===== config.mk =====
export PLATFORM = sky130hd
export DESIGN_NAME = bouncing_box_gen
export DESIGN_NICKNAME = d
export VERILOG_FILES = /design/src/rtl/bouncing_box_gen.sv
export SDC_FILE = /design/constraint.sdc
export NUM_CORES = 1
export LEC_CHECK = 0
export BUFFER_PORTS_ARGS = -buffer_cell sky130_fd_sc_hd__clkbuf_2
export CORE_ASPECT_RATIO = 0.9
export CORE_MARGIN = 4
export CORE_UTILIZATION = 55
export DETAILED_ROUTE_END_ITERATION = 10
export GPL_ROUTABILITY_DRIVEN = 1
export HOLD_SLACK_MARGIN = 0.06
export PLACE_DENSITY_LB_ADDON = 0.08
export SLEW_MARGIN = 20
export SYNTH_ARGS = -nofsm -noshare
export SYNTH_HDL_FRONTEND = slang
export SYNTH_SLANG_ARGS = --single-unit

===== constraint.sdc =====
create_clock -name i_clk -period 2.95 [get_ports i_clk]
set_input_delay 0.295 -clock i_clk [delete_from_list [all_inputs] [get_ports i_clk]]
set_output_delay 0.295 -clock i_clk [all_outputs]
set_load 0.05 [all_outputs]

===== src/rtl/bouncing_box_gen.sv =====
// Bouncing box pixel source: a square box on a solid background that moves one step per frame.
// Optional COLOR_CYCLE_EN: the box colour rotates {g,b,r} on every frame where the box bounces.
module bouncing_box_gen #(
  parameter int          H_ACTIVE  = 640,
  parameter int          V_ACTIVE  = 480,
  parameter int          BOX_SIZE  = 32,
  parameter int          SPEED     = 2,
  parameter logic [11:0] BOX_COLOR = 12'hFFF,
  parameter logic [11:0] BG_COLOR  = 12'h137
) (
  input  logic       i_clk,
  input  logic       i_reset,
  input  logic       i_pix_en,
  input  logic [9:0] i_h_count,
  input  logic [9:0] i_v_count,
  input  logic       i_video_on,
  input  logic       i_start,
  input  logic       i_pause,
  output logic [3:0] o_out_r,
  output logic [3:0] o_out_g,
  output logic [3:0] o_out_b,
  output logic [9:0] o_box_x,
  output logic [9:0] o_box_y,
  output logic       o_moving
);

  localparam logic [10:0] X_MAX  = 11'(H_ACTIVE - BOX_SIZE);
  localparam logic [10:0] Y_MAX  = 11'(V_ACTIVE - BOX_SIZE);
  localparam logic [10:0] SPD    = 11'(SPEED);
  localparam logic [10:0] BSZ    = 11'(BOX_SIZE);
  localparam logic [9:0]  X_HOME = 10'((H_ACTIVE - BOX_SIZE) / 2);
  localparam logic [9:0]  Y_HOME = 10'((V_ACTIVE - BOX_SIZE) / 2);

  typedef enum logic {HOLD, MOVE} state_t;

  state_t      r_state, w_state_nxt;
  logic [9:0]  r_box_x, r_box_y;
  logic        r_x_right, r_y_down;
  logic [11:0] r_color;
  logic [11:0] w_box_color;

  logic        w_frame_tick, w_update;
  logic [10:0] w_x_sum, w_y_sum;
  logic [9:0]  w_x_next, w_y_next;
  logic        w_x_flip, w_y_flip;
  logic [10:0] w_h11, w_v11, w_bx11, w_by11;
  logic        w_in_box;

  // First blanking line, first pixel: the box may move without tearing a visible frame.
  assign w_frame_tick = i_pix_en && (i_h_count == 10'd0) && (i_v_count == 10'(V_ACTIVE));
  assign w_update     = w_frame_tick && (r_state == MOVE) && !i_pause;

  always_ff @(posedge i_clk) begin
    if (i_reset) r_state <= HOLD;
    else         r_state <= w_state_nxt;
  end

  always_comb begin
    w_state_nxt = r_state;
    case (r_state)
      HOLD:    if (i_start && !i_pause) w_state_nxt = MOVE;
      MOVE:    if (i_pause)             w_state_nxt = HOLD;
      default: w_state_nxt = HOLD;
    endcase
  end

  // Per-axis next position; comparisons in 11 bits so the sum cannot wrap.
  always_comb begin
    w_x_sum  = {1'b0, r_box_x} + SPD;
    w_x_next = r_box_x;
    w_x_flip = 1'b0;
    if (r_x_right) begin
      if (w_x_sum >= X_MAX) begin
        w_x_next = X_MAX[9:0];
        w_x_flip = 1'b1;
      end else begin
        w_x_next = w_x_sum[9:0];
      end
    end else begin
      if ({1'b0, r_box_x} <= SPD) begin
        w_x_next = 10'd0;
        w_x_flip = 1'b1;
      end else begin
        w_x_next = r_box_x - SPD[9:0];
      end
    end
  end

  always_comb begin
    w_y_sum  = {1'b0, r_box_y} + SPD;
    w_y_next = r_box_y;
    w_y_flip = 1'b0;
    if (r_y_down) begin
      if (w_y_sum >= Y_MAX) begin
        w_y_next = Y_MAX[9:0];
        w_y_flip = 1'b1;
      end else begin
        w_y_next = w_y_sum[9:0];
      end
    end else begin
      if ({1'b0, r_box_y} <= SPD) begin
        w_y_next = 10'd0;
        w_y_flip = 1'b1;
      end else begin
        w_y_next = r_box_y - SPD[9:0];
      end
    end
  end

  always_ff @(posedge i_clk) begin
    if (i_reset) begin
      r_box_x   <= X_HOME;
      r_box_y   <= Y_HOME;
      r_x_right <= 1'b1;
      r_y_down  <= 1'b1;
    end else if (w_update) begin
      r_box_x   <= w_x_next;
      r_box_y   <= w_y_next;
      r_x_right <= r_x_right ^ w_x_flip;
      r_y_down  <= r_y_down  ^ w_y_flip;
    end
  end

`ifdef COLOR_CYCLE_EN
  logic [11:0] r_box_color;

  // A corner hit flips both axes but rotates only once.
  always_ff @(posedge i_clk) begin
    if (i_reset)                            r_box_color <= BOX_COLOR;
    else if (w_update && (w_x_flip || w_y_flip)) r_box_color <= {r_box_color[7:0], r_box_color[11:8]};
  end

  assign w_box_color = r_box_color;
`else
  assign w_box_color = BOX_COLOR;
`endif

  assign w_h11  = {1'b0, i_h_count};
  assign w_v11  = {1'b0, i_v_count};
  assign w_bx11 = {1'b0, r_box_x};
  assign w_by11 = {1'b0, r_box_y};
  assign w_in_box = (w_h11 >= w_bx11) && (w_h11 < w_bx11 + BSZ) &&
                    (w_v11 >= w_by11) && (w_v11 < w_by11 + BSZ);

  always_ff @(posedge i_clk) begin
    if (i_reset)       r_color <= 12'h000;
    else if (i_pix_en) r_color <= !i_video_on ? 12'h000 : (w_in_box ? w_box_color : BG_COLOR);
  end

  assign o_out_r  = r_color[11:8];
  assign o_out_g  = r_color[7:4];
  assign o_out_b  = r_color[3:0];
  assign o_box_x  = r_box_x;
  assign o_box_y  = r_box_y;
  assign o_moving = (r_state == MOVE);

endmodule


# Word level (Yosys, flattened, before mapping)
# Cells that the tools add are included.
# classes
addsub	6
n_lt_le_gt_ge	8
n_shift	0
reduce_logical	10
bitwise	3
mux	17
mul	0
div	0
n_eq_ne	1
# op_table
op	count
2-to-1 mux 10 bit	6
2-to-1 mux 12 bit	2
adder 10 x 2 -> 11 bit (second input constant)	2
adder 10 x 6 -> 11 bit (second input constant)	2
< comparator 10 x 11 -> 1 bit	2
>= comparator 10 bit	2
less-or-equal comparator 10 x 2 -> 1 bit (second input constant)	2
subtractor 10 x 2 -> 10 bit (second input constant)	2
>= comparator 11 x 10 -> 1 bit (second input constant)	1
>= comparator 11 x 9 -> 1 bit (second input constant)	1
equality test 10 x 9 -> 1 bit (second input constant)	1
zero test 10 bit	1
logical AND 1 bit	8
2-to-1 mux 1 bit	8
case mux 1 bit (2 select lines)	1
XOR 1 bit	2
zero test 1 bit	1
NOT 1 bit	1
# totals
latchBits	0
out_inout_bits	33
ram_bits	0
input_bits	26
word_cells	51
mem_count	0
mem_bits_ro	0
register_bits	35

# Depth between registers and ports, before layout
# Gate-level depths: netlist of the first run.
# depth
depth_word	7
ltp_mapped	10
mapped_depth_nobuf	9

# Worst setup path before layout of the first run
# Ideal clock, no wire load.
# synth_timing
path_kind	register to register
startpoint	register r_box_x[5], in the netlist o_box_x[5]
endpoint	register r_box_x[8], in the netlist o_box_x[8]
period_less_slack_ns	2.482
path_stages_with_launch	8
arrival_time_ns	2.348
required_ns	2.816
path_buffers	2
slack_ns	0.468
setup_ns	0.134
cell_sequence	dfxtp_1 > buf_6 > or4_4 > a2111oi_4 > or2_1 > buf_4 > nor4_1 > or4_1
# synth_via
elab_chain_len	4
word_cells_on_any_way	7
# synth_lines
element	line_no	text
from (decl)	37	logic [9:0] r_box_x, r_box_y;
from (signal assigned)	117	r_box_x <= w_x_next;
adder 10 x 2 -> 11 bit	69	w_x_sum = {1'b0, r_box_x} + SPD;
>= comparator 11 x 10 -> 1 bit	73	if (w_x_sum >= X_MAX) begin
2-to-1 mux 10 bit	73	
2-to-1 mux 10 bit *	72	if (r_x_right) begin
# Mark *: on every way between the ends. The rest lies on a longest branch, timed or not.
# A chain may end at the register's enable or synchronous reset.

# Final worst setup path of the first run
# layout_timing
startpoint	register r_box_x[1], in the netlist o_box_x[1]
endpoint	register r_box_x[8], in the netlist o_box_x[8]
# The elaborated chain is that of the path after synthesis.

==> summary.txt, run 1 <==
Yosys
  • Yosys warns: 0
  • Synth area leaders: ha_1 (18%), dfxtp_1 (18%), o21ai_0 (5.3%), a21oi_1 (4.2%), buf_4 (3.7%)
  • Post-synthesis cell type count: 58
  • Share of the synthesized area in the top cell type: 0.1814
  • Cell area after synthesis: 2621 µm²
  • Gate count of the mapped netlist: 347
  • Post-synth EDFFs: 0
  • Largest area contributor in the netlist: ha_1
  • Seq/Total Area, Yosys: 0.1757
  • Synth Register Bits: 23
  • Ys flop type: dfxtp_1
  • Count leader, synth: ha_1
  • Asr flop ratio synth: 0
  • Syn_area_per_cell: 7.554 µm²
  • Post-synth top cells: ha_1 (38), o21ai_0 (28), inv_1 (24)

Layout
  • Final-layout fill cell count: 432
  • Share of layout cells above drive strength 1: 0.1881
  • Fin area: 2928 µm²
  • Cell Count, Final, Fillers Out: 450
  • Reg area: 460.4 µm²
  • Multi-input gate area: 1911 µm²
  • Diodes inserted: 0
  • Nets@finish: around 450
  • Layout area overhead: 11.69%

STA
  • Final setup vio count: 0
  • Fin. max-slew vios: 0
  • Tmin final: 2.433 ns
  • Setup tns final: 0 ns
  • Period utilisation layout: 0.8247
  • RSZ-0062 raised after global routing: no
  • Hold Vio Cnt, Final: 0
  • Worst slew pin tran: about 0.58 ns
  • Max Clk Rate: 411.0 MHz
  • Max-slew headroom: 0.6120
  • Clk_skew: 0.004357 ns

Clocking
  • CTS Buf Count: 3
  • CTS tree: done
  • Root Buffer: clkbuf_8
  • Clock Pin Slew Worst Setup and Hold Paths: 0.10 ns
  • Hold bufs inserted after CTS: 0
  • Post-CTS resize count: 0
  • CTS Buffer Depth: 2
  • Post-CTS Setup Inserts: 0
  • CTS sink cnt: 23
  • H-tree levels: 1
  • Worst skew pair latency: 0.28 ns

Worst setup path
  • R2R cell count: 8
  • CP Cell Sequence: ha_1 > and4_1 > a21oi_1 > o21ai_0 > o31ai_1 > buf_4 > and3_1 > or4_1
  • CP endpoint kind: register
  • R2R setup slack: 0.52 ns
  • WS Path Type: reg -> reg
  • FF-to-FF Start: o_box_x[1]
  • Critical R2R Capture: o_box_x[8]
  • CP Data Arrival Time: 2.60 ns
  • Largest fanout on the critical path: 11
  • WP data required: between 3 and 4 ns
  • Crit-path slowest cell: dfxtp_1
  • Worst path max stage delay: 0.52 ns
  • CP Launch Type: register

Min path
  • Hold path start: i_pause
  • Hold path endpoint: o_moving
  • Hold path cells: 2
  • Min-Delay Path Class: in -> reg

Detailed routing
  • Drt pass-1 iters: 5
  • Final ANT Viol Nets: 0
  • WL/cell: 16.94 µm
  • Post-route DRC: 0
  • WL final: 7623 µm
  • DR vias: 2852
  • 1st-iter DRT viols: 214
  • Via-to-Cell Ratio: approximately 6.3

Floorplan
  • Core footprint: approximately 4500 µm²
  • Die Wd: 80.77 µm
  • Die Span Y: around 73 µm
  • Std-Cell Rows: 23
  • I/O pins: ~60
  • DIE AREA: about 6000 µm²
  • Starting Density: 0.5802

Power
  • Peak supply drop: 263.3 µV
  • PD cells: approximately 220 nW/µm²
  • Lkg Pwr: ~1.3 nW

Status
  • Status: finished, final reports clean

Global routing
  • Gr ovfl total: 0
  • GRT Overall Usage: 0.2610
  • Via count of the first global-routing pass: 2393
  • Global-route wire length before repair: 12190 µm
  • Antenna violations before repair: 0
  • Largest net degree at the start of global routing: 24

Placement
  • Placed cell area: 2879 µm²
  • HPWL Detailed: 5931 µm
  • Port bufs: 56
  • Placer's final routability congestion estimate: roughly 1.0
  • Placed Cells: between 400 and 500

Flow run
  • Max cap viols: 0
==> placed cells by master (no fill, tap or decap), drive strengths merged, types with 3 or more instances in the layout <==
master and n:
a2111oi 3, a211oi 3, a21o 3, a21oi 22
a22oi 3, a31oi 8, and2 3, and3 6
and4 3, buf 8, clkbuf 59, dfxtp 23
ha 38, inv 24, nand2 23, nand3 18
nand4 8, nor2 17, nor3 14, nor4 8
o2111ai 3, o211ai 6, o21a 5, o21ai 28
o22ai 3, o311ai 3, or3 3, xnor2 10
==> state kept, by name, summed over array words and instances, names as in the netlist <==
signal     cells
o_box_x        9
o_box_y        9
r_color        2
o_moving       1
r_x_right      1
r_y_down       1
==> metal layers <==
metal	share of wire	up-vias	global-route usage
met5	0	-	0
met4	0.0058	0	0.04315
met3	0.11	6	0.05147
met2	0.40	158	0.3539
met1	0.48	1316	0.4208
li1	-	1372	-
==> logic make-up after synthesis <==
logic type | after synthesis | share of synthesized area
flops | 23 | 0.1757
buf+inv | 52 | 0.09690
fa+ha+maj | 38 | 0.1814
mux | 1 | 0.003819
xor+xnor | 10 | 0.03341
other cells | 1 | 0.001431
compound gates | 110 | 0.2850
simple gates | 112 | 0.2224
==> how the worst max path moves through the flow <==
stage	endpoint	startpoint	slack, ns
after detailed placement	o_box_x[8]	i_h_count[9]	0.48
after global placement	o_box_x[8]	i_h_count[9]	0.52
after CTS	o_box_x[8]	o_box_x[1]	0.56
after global routing	o_box_x[8]	o_box_x[6]	0.34
final	o_box_x[8]	o_box_x[1]	0.52
after floorplan	o_box_x[8]	o_box_x[5]	0.47
==> report_power, final <==
part | internal, mW | total, mW | switching, mW | leakage (nW)
Clock | 0.0961 | 0.221 | 0.125 | 0.0217
Sequential | 0.312 | 0.314 | 0.00175 | 0.186
Combinational | 0.0402 | 0.114 | 0.0742 | 1.07
==> cell type report <==
type                    count  share of cell area
flip-flops and latches     23              0.1573
inverters                  24             0.03077
clock inverters             1            0.002564
clock buffers               3             0.01410
repair buffers             64              0.1162
well taps                  62             0.02650
multi-input cells         273              0.6526
==> worst max-delay path: cells and delay by family (launching register included) <==
kind	cells	cell delay (ns)
buffers and inverters	1	0.16
AND/OR/NAND/NOR	3	0.86
AO/OA/AOI/OAI	3	0.43
flip-flops	1	0.52
adder cells (fa/ha/maj)	1	0.34
==> metrics by stage <==
| stage | util | setup slack, ns | power, mW | hold WS [ns] |
|---|---|---|---|---|
| after global routing | 0.6480 | 0.3360 | 0.6751 | 0.1928 |
| after global placement | 0.6372 | 0.5171 | 0.4314 | 0.4847 |
| final | 0.6480 | 0.5172 | 0.6492 | 0.1892 |
| after floorplan | - | 0.4678 | 0.3982 | 0.3743 |
| after detailed placement | 0.6372 | 0.4830 | 0.4339 | 0.4926 |
| after CTS | 0.6480 | 0.5629 | 0.6523 | 0.1918 |
Note: power is estimated with default switching activity, not from simulation.
==> inputs of run 2 (changes only) <==
==> constraint.sdc (replaced) <==
create_clock -name i_clk -period 2.5 [get_ports i_clk]
set_input_delay 0.25 -clock i_clk [delete_from_list [all_inputs] [get_ports i_clk]]
set_output_delay 0.25 -clock i_clk [all_outputs]
set_load 0.05 [all_outputs]
==> run 2 against run 1 <==
  * Combinational power is 18% higher
  * Sequential power is 18% higher
  * Count of clock-buffer cells in the layout stayed put
  * Setup slack worse by 0.35 ns
  * Die area stayed put
  * Clock power is 17% higher
  * Largest power group unchanged
==> summary.txt, run 2 (synthesis gave the netlist of run 1 again) <==
Status
  • Status: finished, final reports clean

Worst setup path
  • CP endpoint kind: register
  • Critical R2R Capture: o_box_x[8]
  • CP Data Arrival Time: 2.49 ns (-0.11 ns)
  • Crit path from: o_box_x[5]
  • WP data required: 2.66 ns (-0.46 ns)
  • CP Capture Point: o_box_x[8]
  • CP Cell Sequence: or4_4 > a2111oi_4 > nor2_1 > a21oi_1 > nor2_1 > or4_1
  • WS Path Type: reg -> reg
  • R2R setup slack: 0.17 ns (-0.35 ns)
  • Crit. path cell count: 6 (-2)
  • R2R cell count: 6 (-2)
  • CP most frequent cell: nor2_1
  • CP Launch Type: register
  • FF-to-FF Start: o_box_x[5]
  • Critical path's top delay family: simple AND/OR/NAND/NOR gates
  • Critical path buffer and inverter count: 0 (-1)
  • Worst path max stage delay: 0.54 ns (+0.02 ns)
  • Largest fanout on the critical path: 9 (-2)
  • Crit-path slowest cell: or4_4

STA
  • Tmin final: 2.330 ns (-0.1033 ns)
  • Period utilisation layout: 0.9318 (+0.1071)
  • RSZ-0062 raised after global routing: no
  • Max Clk Rate: 429.3 MHz (+4.4%)
  • Clk_skew: 0.004368 ns (+0.00001132 ns)
  • Max-slew headroom: 0.6296 (+0.01765)
  • Final setup vio count: 0 (unchanged)
  • Fin. max-slew vios: 0 (unchanged)
  • Worst slew pin tran: 0.5505 ns (-0.03155 ns)
  • Hold Vio Cnt, Final: 0 (unchanged)
  • Setup tns final: 0 ns (unchanged)

Floorplan
  • Core footprint: 4518 µm² (unchanged)
  • I/O pins: 59 (unchanged)
  • Starting Density: 0.5802 (unchanged)
  • Std-Cell Rows: 23 (unchanged)
  • DIE AREA: 5936 µm² (unchanged)
  • Die Span Y: 73.50 µm (unchanged)
  • Die Wd: 80.77 µm (unchanged)

Detailed routing
  • Post-route DRC: 0 (unchanged)
  • Drt pass-1 iters: 5 (unchanged)
  • 1st-iter DRT viols: 275 (+29%)
  • Final ANT Viol Nets: 0 (unchanged)
  • DR vias: 2916 (+2.2%)
  • Via-to-Cell Ratio: 6.298 (-0.63%)
  • WL/cell: 16.66 µm (-1.6%)
  • WL final: 7715 µm (+1.2%)

Layout
  • Nets@finish: 466 (+2.9%)
  • Commonest non-fill, non-tap cells in the layout: clkbuf_2 (56), ha_1 (38), o21ai_0 (28), inv_1 (24)
  • Diodes inserted: 0 (unchanged)
  • Share of layout cells above drive strength 1: 0.2145 (+0.02632)
  • Final core utilization: 0.6724 (+0.02437)
  • Layout area overhead: 15.89%
  • Commonest non-fill, non-tap cell in the layout: clkbuf_2

Global routing
  • Largest net degree at the start of global routing: 24 (unchanged)
  • Via count of the first global-routing pass: 2493 (+4.2%)
  • Global-route wire length before repair: 12410 µm (+1.8%)
  • GRT Max-Usage Layer: met1
  • Met3 Resource Use GR: 0.03676 (-0.01471)
  • Gr ovfl total: 0 (unchanged)
  • M2 GR Usage: 0.3768 (+0.02298)
  • GRT Overall Usage: 0.2690 (+0.007965)
  • Met1 usage: 0.4245 (+0.003717)
  • Antenna violations before repair: 0 (unchanged)

Clocking
  • CTS Buf Count: 3 (unchanged)
  • Post-CTS Setup Inserts: 0 (unchanged)
  • Root Buffer: clkbuf_8
  • CTS tree: done
  • Clock Pin Slew Worst Setup and Hold Paths: 0.09 ns (about the same)
  • Worst skew pair latency: 0.28 ns (about the same)
  • Hold bufs inserted after CTS: 0 (unchanged)
  • Post-CTS resize count: 0 (unchanged)
  • CTS Buffer Depth: 2 (unchanged)
  • CTS sink cnt: 23 (unchanged)
  • H-tree levels: 1 (unchanged)

Flow run
  • Max cap viols: 0 (unchanged)

Placement
  • Placer's final routability congestion estimate: 0.9434 (-5.7%)
  • Port bufs: 56 (unchanged)
  • HPWL Detailed: 6153 µm (+3.7%)

Power
  • PD cells: 251.3 nW/µm² (+13%)
  • Peak supply drop: 282.5 µV (+7.3%)
  • Lkg Pwr: 1.339 nW (+4.7%)

Min path
  • Min-Delay Path Class: in -> reg
## run 2: changes by cell type in the layout (fill, tap and decap cells not counted), sizes merged
cell	before	now
buf	8	21
## run 2: worst min path at each step
stage	start	endpoint	cells past startpoint
6_report	i_pause	o_moving	2
5_1_grt	i_pause	o_moving	2
3_5_place_dp	i_pause	o_moving	2
4_1_cts	i_pause	o_moving	2
3_3_place_gp	i_pause	o_moving	2
2_1_floorplan	i_pause	o_moving	1
## run 2: where the power goes
part | switching, mW | internal (mW) | total [mW] | leakage [nW]
Clock | 0.146 | 0.113 | 0.259 | 0.0217
Sequential | 0.00195 | 0.368 | 0.370 | 0.186
Combinational | 0.0871 | 0.0472 | 0.134 | 1.13
## run 2: worst reg2reg max path: cells and delay by family (launching register included)
family | cells | cell delay (ns)
AOI/OAI and AO/OA | 2 | 0.59
DFF | 1 | 0.43
and+or+nand+nor | 4 | 1.19
## run 2: metrics by stage
| step | instances | hold WS, ns | cell area [µm²] | worst slack, ns | total power, mW |
|---|---|---|---|---|---|
| 2_1_floorplan | 348 | 0.3293 | 2625 | 0.01782 | 0.4698 |
| 3_3_place_gp | 459 | 0.4402 | 2989 | 0.1781 | 0.5085 |
| 3_5_place_dp | 459 | 0.4457 | 2989 | 0.1564 | 0.5116 |
| 4_1_cts | 463 | 0.1447 | 3038 | 0.1958 | 0.7690 |
| 5_1_grt | 463 | 0.1503 | 3038 | 0.04357 | 0.7960 |
| 6_report | 463 | 0.1516 | 3038 | 0.1705 | 0.7634 |
## run 2: cell type report
class                           instances  area (µm²)
Tap cell                               62       77.57
Multi-Input combinational cell        273        1911
Sequential cell                        23       460.4
Fill cell                             397        1480
Timing Repair Buffer                   77       450.4
Clock buffer                            3       41.29
Clock inverter                          1       7.507
Inverter                               24       90.09
## run 2: layer usage
metal | wire, µm | vias up
li1 | - | 1410
met1 | 3693 | 1321
met2 | 3090 | 173
met3 | 840 | 12
met4 | 91 | 0
met5 | 0 | -
==> inputs of run 3 (changes only) <==
--- a/config.mk
+++ b/config.mk
@@ -13,6 +13,8 @@
 export GPL_ROUTABILITY_DRIVEN = 1
 export HOLD_SLACK_MARGIN = 0.06
 export PLACE_DENSITY_LB_ADDON = 0.08
+export REMOVE_ABC_BUFFERS = 1
+export SKIP_CTS_REPAIR_TIMING = 1
 export SLEW_MARGIN = 20
 export SYNTH_ARGS = -nofsm -noshare
 export SYNTH_HDL_FRONTEND = slang
==> run 3 against run 2 <==
  * Global-route usage fell by 0.45 points
  * Sequential cell count unchanged
  * Highest routed layer unchanged
  * Via count down 1.7%
  * First-iteration DRC count is 25% lower
  * Largest power group unchanged
  * Register-to-register slack is essentially flat
  * Setup slack got worse by 0.0073 ns
  * Total power increased by 1.0%
  * Die area unchanged
  * Cell count shrank 1.7%
  * Clock skew rose by 0.0044 ns
==> summary.txt, run 3 (synthesis gave the netlist of run 1 again) <==
Global routing
  • GRT Overall Usage: 0.2645 (-0.004504)
  • Antenna violations before repair: 0 (unchanged)
  • Largest net degree at the start of global routing: 24 (unchanged)
  • Gr ovfl total: 0 (unchanged)
  • Via count of the first global-routing pass: 2547 (+2.2%)
  • Global-route wire length before repair: 12480 µm (+0.50%)

Worst setup path
  • CP Capture Point: o_box_x[8]
  • Crit path from: o_box_x[1]
  • Largest fanout on the critical path: 7 (-2)
  • R2R setup slack: 0.16 ns (about the same)
  • WP data required: 2.67 ns (about the same)
  • CP endpoint kind: register
  • WS Path Type: reg -> reg
  • CP Data Arrival Time: 2.51 ns (+0.02 ns)
  • CP Launch Type: register
  • FF-to-FF Start: o_box_x[1]
  • Critical R2R Capture: o_box_x[8]
  • R2R cell count: 5 (-1)

STA
  • Period utilisation layout: 0.9347 (+0.002932)
  • Worst hold slack: 0.1298 ns (-0.02181 ns)
  • Max Clk Rate: 427.9 MHz (-0.31%)
  • Worst slew pin tran: 0.5046 ns (-0.04584 ns)
  • Max-slew headroom: 0.6549 (+0.02525)
  • Final setup vio count: 0 (unchanged)
  • Hold Vio Cnt, Final: 0 (unchanged)
  • Clk_skew: 0.008807 ns (+0.004439 ns)
  • RSZ-0062 raised after global routing: no
  • Tmin final: 2.337 ns (+0.007329 ns)
  • Fin. max-slew vios: 0 (unchanged)

Clocking
  • Clock Pin Slew Worst Setup and Hold Paths: 0.11 ns (+0.02 ns)
  • CTS sink cnt: 23 (unchanged)
  • CTS Buffer Depth: 2 (unchanged)
  • CTS Buf Count: 3 (unchanged)
  • Worst skew pair latency: 0.28 ns (about the same)
  • H-tree levels: 1 (unchanged)
  • CTS tree: done
  • Root Buffer: clkbuf_8

Layout
  • Layout area overhead: 13.27%
  • Commonest non-fill, non-tap cell in the layout: clkbuf_2
  • Reg area: 461.7 µm² (+0.27%)
  • Final-layout fill cell count: 426 (+7.3%)
  • Cell Count, Final, Fillers Out: 455 (-1.7%)
  • Commonest non-fill, non-tap cells in the layout: clkbuf_2 (56), ha_1 (37), o21ai_0 (27), inv_1 (23), nand2_1 (23)
  • Multi-input gate area: 1913 µm² (+0.13%)
  • Diodes inserted: 0 (unchanged)
  • Share of layout cells above drive strength 1: 0.2061 (-0.008357)
  • Nets@finish: 458 (-1.7%)
  • Fin area: 2969 µm² (-2.3%)

Floorplan
  • Starting Density: 0.5802 (unchanged)
  • Core footprint: 4518 µm² (unchanged)
  • Die Span Y: 73.50 µm (unchanged)
  • Die Wd: 80.77 µm (unchanged)
  • DIE AREA: 5936 µm² (unchanged)
  • Std-Cell Rows: 23 (unchanged)
  • I/O pins: 59 (unchanged)

Placement
  • Placer's final routability congestion estimate: 0.9418 (-0.17%)
  • Placed Cells: 451 (-1.7%)
  • Port bufs: 56 (unchanged)
  • HPWL Detailed: 5953 µm (-3.2%)
  • Placed cell area: 2917 µm² (-2.4%)

Power
  • Peak supply drop: 291.7 µV (+3.2%)
  • Lkg Pwr: 1.302 nW (-2.8%)
  • PD cells: 259.8 nW/µm² (+3.4%)

Flow run
  • Max cap viols: 0 (unchanged)

Detailed routing
  • WL final: 7607 µm (-1.4%)
  • Via-to-Cell Ratio: 6.299 (about the same)
  • Drt pass-1 iters: 5 (unchanged)
  • WL/cell: 16.72 µm (+0.33%)
  • DR vias: 2866 (-1.7%)
  • Post-route DRC: 0 (unchanged)
  • 1st-iter DRT viols: 207 (-25%)
  • Final ANT Viol Nets: 0 (unchanged)

Status
  • Status: finished, final reports clean

Min path
  • Min-Delay Path Class: in -> reg
  • Hold path start: i_pause
==> run 3: changes by cell type in the layout (fill, tap and decap cells not counted), sizes merged <==
| cell | delta |
|---|---|
| buf | -8 |
==> run 3: per-layer routing <==
metal | global-route usage | up-vias | routed length, µm
met5 | 0 | - | 0
met4 | 0.05816 | 0 | 58
met3 | 0.04289 | 8 | 840
met2 | 0.3860 | 176 | 2978
met1 | 0.4039 | 1289 | 3729
li1 | - | 1393 | -
==> run 3: final cells by class <==
class | instances | area share
multi-input combinational | 273 | 0.6443
sequential | 23 | 0.1555
timing repair buffer | 69 | 0.1273
inverter | 24 | 0.03034
tap | 62 | 0.02613
clock buffer | 3 | 0.01391
clock inverter | 1 | 0.002528
==> run 3: how the worst min path moves through the flow <==
stage	slack (ns)	endpoint	cells past startpoint
global route	0.14	o_moving	2
global placement	0.43	o_moving	2
finish	0.13	o_moving	2
floorplan	0.32	o_box_x[9]	1
CTS	0.13	o_moving	2
detailed placement	0.44	o_moving	2
==> run 3: critical path: stages (launching register included) <==
cell and delay (ns):
dfxtp_1 0.38, or4_4 0.56, a2111oi_4 0.44, or2_1 0.30, nor4_1 0.08, or4_1 0.47
==> run 3: stage by stage <==
stage / worst slack (ns) / util / setup TNS (ns) / total power [mW]
after floorplan: -0.3342 / - / -0.4125 / 0.4565
after global placement: 0.2306 / 0.6455 / 0 / 0.5083
final: 0.1632 / 0.6572 / 0 / 0.7712
after detailed placement: 0.2001 / 0.6455 / 0 / 0.5098
after CTS: 0.1773 / 0.6563 / 0 / 0.7749
after global routing: 0.001092 / 0.6572 / 0 / 0.8048
==> run 3: report_power, final <==
part	total [mW]	switching [mW]	internal [mW]
Clock	0.269	0.155	0.114
Sequential	0.370	0.00219	0.368
Combinational	0.132	0.0851	0.0470
Total	0.771	0.243	0.528
